===== src/rtl/ir_command_decoder.sv =====
// NEC frame validator and command mapper: checks the frame integrity, then drives ir_button, state_control and toggle.
// The repeat-suppression hold-off is built only when IR_REPEAT_SUPPRESS_EN is defined.
module ir_command_decoder #(
  parameter int          CLK_HZ      = 50_000_000,
  parameter int          HOLDOFF_MS  = 200,
  parameter logic [15:0] CUSTOM_CODE = 16'h6B86,
  parameter logic [7:0]  POWER_KEY   = 8'h12
) (
  input  logic        clk,
  input  logic        rst_n,
  input  logic [31:0] ir_data,
  input  logic        data_ready,
  output logic [7:0]  ir_button,
  output logic [2:0]  state_control,
  output logic        toggle,
  output logic        cmd_valid,
  output logic        frame_error,
  output logic [1:0]  dbg_state
);

  typedef enum logic [1:0] {IDLE = 2'd0, CHECK = 2'd1, EMIT = 2'd2, HOLDOFF = 2'd3} state_t;

  state_t      state;
  logic        dr_q;
  logic        dr_q2;
  logic        dr_edge;
  logic [31:0] frame;
  logic        frame_valid;

  // A new frame is a rising edge of the registered data_ready level.
  assign dr_edge     = dr_q & ~dr_q2;
  assign frame_valid = (frame[31:24] == ~frame[23:16]) && (frame[15:0] == CUSTOM_CODE);
  assign dbg_state   = state;

`ifdef IR_REPEAT_SUPPRESS_EN
  localparam int HOLDOFF_CYCLES = CLK_HZ / 1000 * HOLDOFF_MS;
  localparam int CW             = (HOLDOFF_CYCLES > 1) ? $clog2(HOLDOFF_CYCLES) : 1;
  localparam logic [CW-1:0] CNT_LOAD = CW'(HOLDOFF_CYCLES - 1);

  logic [CW-1:0] cnt;
  logic          in_valid;

  // The HOLDOFF state judges the incoming frame directly, without a CHECK pass.
  assign in_valid = (ir_data[31:24] == ~ir_data[23:16]) && (ir_data[15:0] == CUSTOM_CODE);
`else
  logic unused_holdoff;
  assign unused_holdoff = (CLK_HZ != 0) && (HOLDOFF_MS != 0);
`endif

  always_ff @(posedge clk or negedge rst_n) begin
    if (!rst_n) begin
      state         <= IDLE;
      dr_q          <= 1'b0;
      dr_q2         <= 1'b0;
      frame         <= 32'h0;
      ir_button     <= 8'h00;
      state_control <= 3'd0;
      toggle        <= 1'b0;
      cmd_valid     <= 1'b0;
      frame_error   <= 1'b0;
`ifdef IR_REPEAT_SUPPRESS_EN
      cnt           <= '0;
`endif
    end else begin
      dr_q        <= data_ready;
      dr_q2       <= dr_q;
      cmd_valid   <= 1'b0;
      frame_error <= 1'b0;
      case (state)
        IDLE: begin
          if (dr_edge) begin
            frame <= ir_data;
            state <= CHECK;
          end
        end
        CHECK: begin
          if (frame_valid) begin
            ir_button <= frame[23:16];
            cmd_valid <= 1'b1;
            if (frame[23:16] < 8'h08)
              state_control <= frame[18:16];
            else if (frame[23:16] == POWER_KEY)
              toggle <= ~toggle;
            state <= EMIT;
          end else begin
            frame_error <= 1'b1;
            state       <= IDLE;
          end
        end
        EMIT: begin
`ifdef IR_REPEAT_SUPPRESS_EN
          cnt   <= CNT_LOAD;
          state <= HOLDOFF;
`else
          state <= IDLE;
`endif
        end
        HOLDOFF: begin
`ifdef IR_REPEAT_SUPPRESS_EN
          if (dr_edge && in_valid && (ir_data[23:16] != ir_button)) begin
            frame <= ir_data;
            state <= CHECK;
          end else begin
            // Same-key repeats fall through here silently; bad frames only flag an error.
            if (dr_edge && !in_valid)
              frame_error <= 1'b1;
            if (cnt == '0)
              state <= IDLE;
            else
              cnt <= cnt - 1'b1;
          end
`else
          state <= IDLE;
`endif
        end
        default: state <= IDLE;
      endcase
    end
  end

endmodule


===== config.mk =====
export PLATFORM = sky130hd
export DESIGN_NAME = ir_command_decoder
export DESIGN_NICKNAME = d
export VERILOG_FILES = /design/src/rtl/ir_command_decoder.sv
export SDC_FILE = /design/constraint.sdc
export NUM_CORES = 1
export LEC_CHECK = 0
export ABC_AREA = 1
export ABC_CLOCK_PERIOD_IN_PS = 1820
export CAP_MARGIN = 20
export CORE_ASPECT_RATIO = 0.6
export CORE_MARGIN = 2
export CORE_UTILIZATION = 50
export DETAILED_ROUTE_END_ITERATION = 10
export PLACE_DENSITY_LB_ADDON = 0.25
export SYNTH_ARGS = -nofsm -noshare
export SYNTH_HDL_FRONTEND = slang
export SYNTH_SLANG_ARGS = --single-unit

===== constraint.sdc =====
create_clock -name clk -period 1.82 [get_ports clk]
set_clock_uncertainty 0.1 [all_clocks]
set_input_delay 0.364 -clock clk [delete_from_list [all_inputs] [get_ports clk]]
set_output_delay 0.364 -clock clk [all_outputs]
set_load 0.02 [all_outputs]

Word level (Yosys, flattened, before mapping)
Index checks and enable logic that the tools add are counted.
- multipliers: 0
- equal/unequal tests: 7
- reduce and logical (&&, ||, !) cells: 7
- shift-type cells: 0
- div/mod/pow operators: 0
- $lt $le $gt $ge: 1
- multiplexer cells: 7
- add/sub/neg operators: 0
- bitwise gates (word level): 5
- operators with widths (kind ; count):
    16-bit by 15-bit equality test with 1-bit output, second input constant ; 1
    8-bit by 5-bit equality test with 1-bit output, second input constant ; 1
    8-bit equality test ; 1
    8-bit by 4-bit less-than comparator with 1-bit output, second input constant ; 1
    8-bit NOT ; 1
    2-bit one-hot mux with 3 select lines ; 1
    2-bit equality test, second input constant ; 2
    1-bit two-way mux ; 4
    2-bit two-way mux ; 2
    2-bit AND reduction ; 2
    4-bit AND reduction ; 1
    1-bit NOT ; 3
    3-bit AND reduction ; 1
    2-bit by 1-bit equality test with 1-bit output, second input constant ; 1
    2-bit zero test ; 1
    2-bit != test, second input constant ; 1
    2-bit OR reduction ; 1
    1-bit AND ; 1
    1-bit logical AND ; 1
- memories kept: 0
- logic and storage cells: 36
- bits in read-only memories: 0
- RAM bits: 0
- register bits: 50
- bits in latches: 0
- output and inout bits: 16

Logic depth before layout (Yosys ltp)
Gate-level depths: netlist of run 1.
- depth after elaboration: 5
- depth in mapped cells: 10
- mapped depth without buffers: 10

Least setup slack after synthesis of run 1
No wires, ideal clock.
- kind: reg-to-reg
- from: register state[0] (netlist: dbg_state[0])
- to: register frame[0]
- cell stages (with the launch flop): 6
- arrival: 1288 ps
- path slack: 315 ps
- required time: 1603 ps
- path through: dfrtp_1 > nor4_4 > inv_1 > clkbuf_1 > nand2_1 > nand2_1
- longest elaborated chain between the ends: 2
- RTL lines (what ; line ; source):
    start: declaration ; 23 ; state_t state;
    start signal: assignment ; 52 ; state <= IDLE;
    start signal: assignment ; 73 ; state <= CHECK;
    start signal: assignment ; 84 ; state <= EMIT;
    2-bit zero test ; 69 ; case (state)
    2-bit AND reduction (no line) ; -- ;
    end signal: assignment ; 72 ; frame <= ir_data;
    end: declaration ; 27 ; logic [31:0] frame;
No other way between the ends.
A chain may end at the register's enable or synchronous reset.

Worst setup path in the final report of run 1
- from: register toggle
- to: output port toggle
- RTL lines (what ; line ; source):
    start: declaration ; 15 ; output logic toggle,
    start signal: assignment ; 83 ; toggle <= ~toggle;
No word-level cell between the ends.

==> reports/results.txt, run 1 <==
Including well taps, the total number of placed cells is 415. The detailed-route wire length per cell is 11.1 um, and the final core area utilization is 67.2%. The buffers plus inverters on the worst setup path came out at 1. TritonCTS built the clock tree. In this run the critical register-to-register path is launched from frame[0]. Among cell families on the critical path, the largest total delay comes from buffers and inverters.

Across the whole layout, storage elements account for 1250 um^2. The run gives 0.456 mV as the largest voltage drop on the vdd net. In this run the clock root is driven by a sky130_fd_sc_hd__clkbuf_8. Initial antenna violation count: 0.

The area of the mapped netlist is 2350 um^2. The pin count of the biggest net entering global routing was 51; the total of max-cap violations was 0. Final cycle utilization of the critical path: 96.2%. After filler insertion, the fill cell instance count of the layout stands at 378. Headroom to the max-slew limit came out at 70.7%. Of the post-synthesis cell area, the dominant cell type holds 53.2%. In the final design database the tool counted 395 nets. The per-cell via count in the routed design came out at 4.70.

The run gives 0 as the final count of pins violating max slew. The run gives 306 as the synthesized netlist cell count. The aggregate global-route resource usage was 20.0%.

The detailed placer's ending HPWL was 3580 um. Setup repair after global routing left no endpoint under its margin. The power density over cell area came out at 800 nW/um^2.

The tools report the area taken by multi-input logic gates as 963 um^2. The routed design could run at a clock period as short as 1.75 ns. The worst hold path begins at dr_q. The clock insertion delay at the later pin of the skew report is 0.29 ns, and the required arrival time at the worst endpoint is 1.36 ns. The run gives 0 as the number of nets with antenna violations after routing. After clock tree synthesis, the clock-pin slew on the worst setup and hold paths is 0.08 ns. The maximum root-to-sink buffer count is 2. The origin of the worst setup path was toggle.

The logs give 0 for the hold violation count in the final report and 0 for the final setup violation count. STA classifies the critical path startpoint as a register. For the worst setup path, the data arrival time is 1.29 ns.

The floorplan step set the die width to 92.5 um. TritonCTS created 5 clock buffers. In this run the tool buffered the top-level ports with 50 buffer cells. The run gives 1.58 nW as the static power due to leakage. The first global-routing pass estimated 8340 um of wire. For this run, design rule violations remaining after detail routing come to 0.

After routing the design area is 3050 um^2. For the count of cell types in the netlist, the log shows 19. The cell with the biggest individual delay on the critical path is sky130_fd_sc_hd__clkdlybuf4s50_1.

In the final timing run, aggregate negative setup slack is 0 ns. The setup path with the least slack is of type register to output port. The logs give 0 for the number of post-CTS setup repair buffers and 424 for the post-layout instance count excluding filler cells. For the via count of the first global-routing pass, the log shows 1894. Based on the critical path, the design can be clocked at up to 571 MHz.

The initial detailed-routing violation count is 127. The largest single stage delay on the critical path is 0.61 ns. At the pin with the least slew margin, the transition time is 0.439 ns. Sequential elements use 53.2% of the synthesized area.

The run finished with clean final reports. The critical path goes through clkdlybuf4s50_1. The post-detailed-routing wire length is 4690 um, and the total number of H-tree levels is 2. The placement row count is 19, and the initial core utilization is 51.7%. The total area inside the core boundary comes to 4540 um^2. The die is 57.1 um tall.

Path type of the worst min-delay path: register to register. STA classifies the critical path endpoint as an output port. In this run the worst path has a maximum fanout of 3. In this run, synthesis produced a sequential element count of 50.

The via total after detailed routing was 1992; the layout cell share with drive strength beyond 1 was 6.93%. The mean area per synthesized cell came out at 7.68 um^2. The detailed-routing iteration count for the pre-antenna-repair pass was 4; the synthesis warning total was 0.

Once placement finished, the instance area stood at 2940 um^2. Post-synth net total: 341. The final weighted congestion in routability-driven placement is 0.844, and the total clock sinks is 50. The logs give 5280 um^2 for the full die area and 0 for the antenna diode instance count. Relative to the synthesized area, the layout overhead comes to 29.9%. sky130_fd_sc_hd__dfrtp_1 takes more of the synthesized area than any other cell. The I/O pin total is 51.

Yosys attributes the largest share of cell area to sky130_fd_sc_hd__dfrtp_1 (53%), sky130_fd_sc_hd__nand2_1 (23%), sky130_fd_sc_hd__inv_1 (5.0%). For this run the aggregate overflow at the end of global routing stands at 0.
## kinds of logic (layout without fill, tap and decap cells)
kind of cell	count (synthesis)	in the layout	synth area share [%]
flops	50	50	53.2
compound gates	17	17	3.62
buf+inv	39	94	6.28
simple gates	200	200	36.8
## synthesized netlist by cell type, drive strengths merged
cell type	count
nand2	150
dfrtp	50
inv	33
nor2	28
o21ai	17
nand4	9
nand3	6
clkbuf	5
nor3	3
nor4	3
buf	1
or2	1
## metrics by stage
| step | hold WS, ns | power (mW) | setup WS [ns] |
|---|---|---|---|
| floorplan | -0.0316 | 1.62 | 0.315 |
| global placement | 0.271 | 1.80 | 0.210 |
| detailed placement | 0.270 | 1.81 | 0.143 |
| CTS | 0.330 | 2.46 | 0.0566 |
| global route | 0.340 | 2.61 | 0.00995 |
| finish | 0.327 | 2.44 | 0.0698 |
## registers in the layout, summed over array words and instances (netlist names)
signal         cells
toggle             1
state_control      3
dbg_state          2
dr_q2              1
frame             32
ir_button          8
dr_q               1
frame_error        1
cmd_valid          1
## cells in the final DEF (no fill, tap or decap)
master and count:
sky130_fd_sc_hd__clkdlybuf4s50_1 47, sky130_fd_sc_hd__o21ai_0 17, sky130_fd_sc_hd__nand2_1 146, sky130_fd_sc_hd__nor3_1 3, sky130_fd_sc_hd__nand2_4 2, sky130_fd_sc_hd__clkbuf_8 6, sky130_fd_sc_hd__or2_4 1, sky130_fd_sc_hd__clkinv_2 1
sky130_fd_sc_hd__nor4_1 2, sky130_fd_sc_hd__inv_2 2, sky130_fd_sc_hd__clkbuf_1 1, sky130_fd_sc_hd__nor2_8 1, sky130_fd_sc_hd__nor2_2 3, sky130_fd_sc_hd__inv_1 31, sky130_fd_sc_hd__buf_2 1, sky130_fd_sc_hd__nand4_1 9
sky130_fd_sc_hd__dlygate4sd2_1 2, sky130_fd_sc_hd__dfrtp_1 50, sky130_fd_sc_hd__nor4_4 1, sky130_fd_sc_hd__nand3_1 6, sky130_fd_sc_hd__nor2_4 3, sky130_fd_sc_hd__dlygate4sd3_1 1, sky130_fd_sc_hd__buf_12 2, sky130_fd_sc_hd__nor2_1 21
sky130_fd_sc_hd__nand2_2 2
## layer usage
| metal | global-route usage, % | routed length [um] | up-vias |
|---|---|---|---|
| met5 | 0 | 0 | - |
| met4 | 3.20 | 12 | 0 |
| met1 | 30.2 | 2420 | 898 |
| li1 | - | - | 1044 |
| met3 | 5.28 | 317 | 2 |
| met2 | 29.8 | 1940 | 48 |
## path summary, 6_finish.rpt
kind | to | slack (ns) | depth (start not counted)
min in group asynchronous | state_control[0] | 0.48 | 3
min reg2reg | dr_q2 | 0.33 | 0
max | toggle | 0.07 | 1
max in group asynchronous | ir_button[5] | 0.92 | 3
max reg2reg | state_control[2] | 0.19 | 8
min | dr_q2 | 0.33 | 0
## report_power, final
part           switching (mW)  internal, mW
clock                   0.342         0.307
sequential             0.0928          1.22
combinational           0.279         0.197
## area by class of cell
cell class / count / area share (%)
Clock buffer: 7 / 2.83
Tap cell: 63 / 2.58
Clock inverter: 1 / 0.164
Timing Repair Buffer: 53 / 17.8
Multi-Input combinational cell: 217 / 31.6
Sequential cell: 50 / 41.0
Inverter: 33 / 4.06
## timing repair
item,in CTS,in global routing
hold endpoints to repair,50,0
hold buffers,1,0
gates cloned,0,0
endpoints found under the setup margin,2,8
gates resized for setup,2,3
(Power assumes the default switching activity.)
==> inputs of run 2 (changes only) <==
Settings changed: ABC_CLOCK_PERIOD_IN_PS 1820 to 2250, CORE_UTILIZATION 50 to 54.
Clock period 1.82 ns to 2.25 ns, I/O delays scaled along.
==> reports/results.txt, run 2 (synthesis results as in run 1) <==
CTS placed an instance of sky130_fd_sc_hd__clkbuf_8 at the clock tree root. Setup repair after global routing left no endpoint under its margin. For the number of instances resized during post-cts repair, the log shows 0 (-2).

STA classifies the critical path startpoint as a register. The most common cell after layout, fill and taps aside is sky130_fd_sc_hd__nand2_1. The largest registers in the layout are frame x32, ir_button x8, state_control x3. The post-detailed-routing wire length is 4940 um (+5.2%), and the final cycle utilization of the critical path is 84.3%. The vertical die dimension is 55.1 um (-3.5%), and the static power due to leakage is 1.56 nW (-1.4%). For the maximum root-to-sink buffer count, the log shows 2 (unchanged).

Antenna diode instance count: 0 (unchanged). The tools report the final count of pins violating max slew as 0 (unchanged). The final setup slack of the worst path was 0.354 ns (+0.285 ns); the instance count after placement with tap cells included was 413 (-0.48%). The tools report the final core area utilization as 73.2% (+6.0 points). The dominant delay contributor by cell family on the critical path was buffers and inverters. Initial detailed-routing violation count: 139 (+9.4%).

The count of fill cells added during filler insertion came out at 348 (-7.9%). The per-cell via count in the routed design is 4.92 (+4.8%). In the layout the commonest cells are sky130_fd_sc_hd__nand2_1 (146), sky130_fd_sc_hd__dfrtp_1 (50), sky130_fd_sc_hd__clkdlybuf4s50_1 (49). For this run, the top clock speed supported by timing is 528 MHz.

The layout cell share with drive strength beyond 1 works out to 6.91% (-0.019 points). The buffers plus inverters on the worst setup path works out to 1 (unchanged). For the count of nets after finishing, the log shows 396 (+0.25%). The post-layout instance count excluding filler cells was 422 (-0.47%). The worst path in the final design needs a cycle of 1.90 ns, including I/O delays and setup. The run gives 0.550 ns (+0.407 ns) as the worst setup timing slack at the placement stage.

Ranked by flip-flop count, first place goes to frame. The full die area was 4910 um^2 (-7.0%); the aggregate global-route resource usage was 23.0% (+3.0 points). Slew at the pin with the worst max-slew slack: 0.469 ns (+0.0293 ns).

The detailed-route wire length per cell is 11.7 um (+5.7%). The first-pass GRT wire length was 8340 um (about the same); the number of clock buffers inserted by TritonCTS was 5 (unchanged). Total of max-cap violations: 0 (unchanged). The run gives 50 (unchanged) as the total clock sinks. The largest stage delay on the critical path was 0.63 ns (+0.02 ns).

The run gives 56.7% (+5.0 points) as the initial core utilization. The logs give 0.395 mV (-14%) for the largest voltage drop on the vdd net and 0 (unchanged) for the number of nets with antenna violations after routing. The CTS clock-pin slew for the worst setup and hold paths is 0.09 ns (about the same), and the pin count of the biggest net entering global routing is 46 (-9.8%). The storage element area was 1250 um^2 (unchanged). The logs give 0 (unchanged) for the initial antenna violation count and 1.70 ns (+0.34 ns) for the required arrival time at the worst endpoint. The detailed placer's ending HPWL is 3840 um (+7.1%), and the post-synthesis to final-layout area growth is 29.1%. The hold violation count in the final report is 0 (unchanged), and the worst-path maximum fanout is 3 (unchanged). The data arrival time of the worst path was 1.35 ns (+0.06 ns); the total number of H-tree levels was 2 (unchanged). The tools report the count of unresolved DRC violations after routing as 0 (unchanged). The count of buffers from port buffering is 50 (unchanged), and the detailed-routing iteration count for the pre-antenna-repair pass is 4 (unchanged). The number of flip-flops in the largest register is 32 (unchanged). TritonCTS built the clock tree. The logs give 1804 (-4.8%) for the via count of the first global-routing pass and 4140 um^2 (-8.7%) for the area of the core. The final sum of negative setup slack is 0 ns (unchanged).

The flow ran to the end, and the final reports show no timing, DRC or antenna violations. Path type of the worst min-delay path: register to register. The slowest stage of the critical path belongs to the cell sky130_fd_sc_hd__clkdlybuf4s50_1. The headroom to the max-slew limit is 68.5% (-2.2 points), and the final setup violation count is 0 (unchanged). The I/O pin total is 51 (unchanged), and the placement row count is 18 (-1). The x dimension of the die is 89.2 um (-3.6%), and the clock insertion delay at the later pin of the skew report is 0.30 ns (about the same). The tools report the area taken by multi-input logic gates as 951 um^2 (-1.3%). The via total after detailed routing came out at 2077 (+4.3%). The worst setup path is captured at an output port. The final weighted congestion in routability-driven placement came out at 0.899 (+6.5%). The critical path is of the register to output port type.

The critical path goes through clkdlybuf4s50_1. For the total global routing overflow, the log shows 0 (unchanged). The power density over cell area is 656 nW/um^2 (-18%).
-- run 2: cell count changes in the layout (fill, tap and decap cells not counted) --
cell                              delta
sky130_fd_sc_hd__nand2_2             +1
sky130_fd_sc_hd__nand2_4             -1
sky130_fd_sc_hd__buf_4               +2
sky130_fd_sc_hd__dlygate4sd2_1       -2
sky130_fd_sc_hd__nor2_4              -1
sky130_fd_sc_hd__clkdlybuf4s50_1     +2
sky130_fd_sc_hd__nor2_1              +1
sky130_fd_sc_hd__buf_12              -1
-- run 2: repair_timing --
item,4_1_cts,5_1_grt
hold buffers,1,0
setup buffers,0,0
hold endpoints to repair,18,0
-- run 2: final cells by class --
cell class,instances,area share [%]
flip-flops and latches,50,41.3
multi-input cells,217,31.4
repair buffers,54,17.8
inverters,33,4.08
clock buffers,7,2.85
well taps,60,2.48
clock inverters,1,0.165
-- run 2: where the power goes --
part	switching [mW]	leakage (nW)	total [mW]	internal (mW)
Combinational	0.231	0.874	0.389	0.158
Clock	0.286	0.0482	0.534	0.249
Sequential	0.0767	0.638	1.07	0.990
Total	0.594	1.56	1.99	1.40
-- run 2: final timing paths --
kind | slack (ns) | start | cells past startpoint | endpoint
setup / recovery | 0.35 | dbg_state[1] | 1 | dbg_state[1]
hold / removal | 0.33 | dr_q | 0 | dr_q2
setup reg to reg | 0.48 | frame[0] | 8 | ir_button[0]
hold reg to reg | 0.33 | dr_q | 0 | dr_q2
max in group asynchronous | 0.91 | rst_n | 3 | ir_button[1]
min in group asynchronous | 0.53 | rst_n | 2 | cmd_valid
-- run 2: stage by stage --
step,cell area [um^2],power (mW),hold WS [ns]
after detailed placement,2930,1.47,0.300
final,3030,1.99,0.326
after global routing,3030,2.10,0.344
after CTS,3030,1.99,0.334
after global placement,2930,1.45,0.288
after floorplan,2350,1.31,0.0544
-- run 2: worst reg2reg max path, delay by kind of cell (launching register included) --
kind / cells / cell delay [ns]
flip-flops: 1 / 0.40
AND/OR/NAND/NOR: 8 / 1.15
-- run 2: layer usage --
| metal | vias up | track usage [%] | wire length [um] |
|---|---|---|---|
| li1 | 1045 | - | - |
| met1 | 961 | 32.9 | 2400 |
| met2 | 64 | 34.9 | 2160 |
| met3 | 7 | 6.53 | 344 |
| met4 | 0 | 5.72 | 31 |
| met5 | - | 0 | 0 |
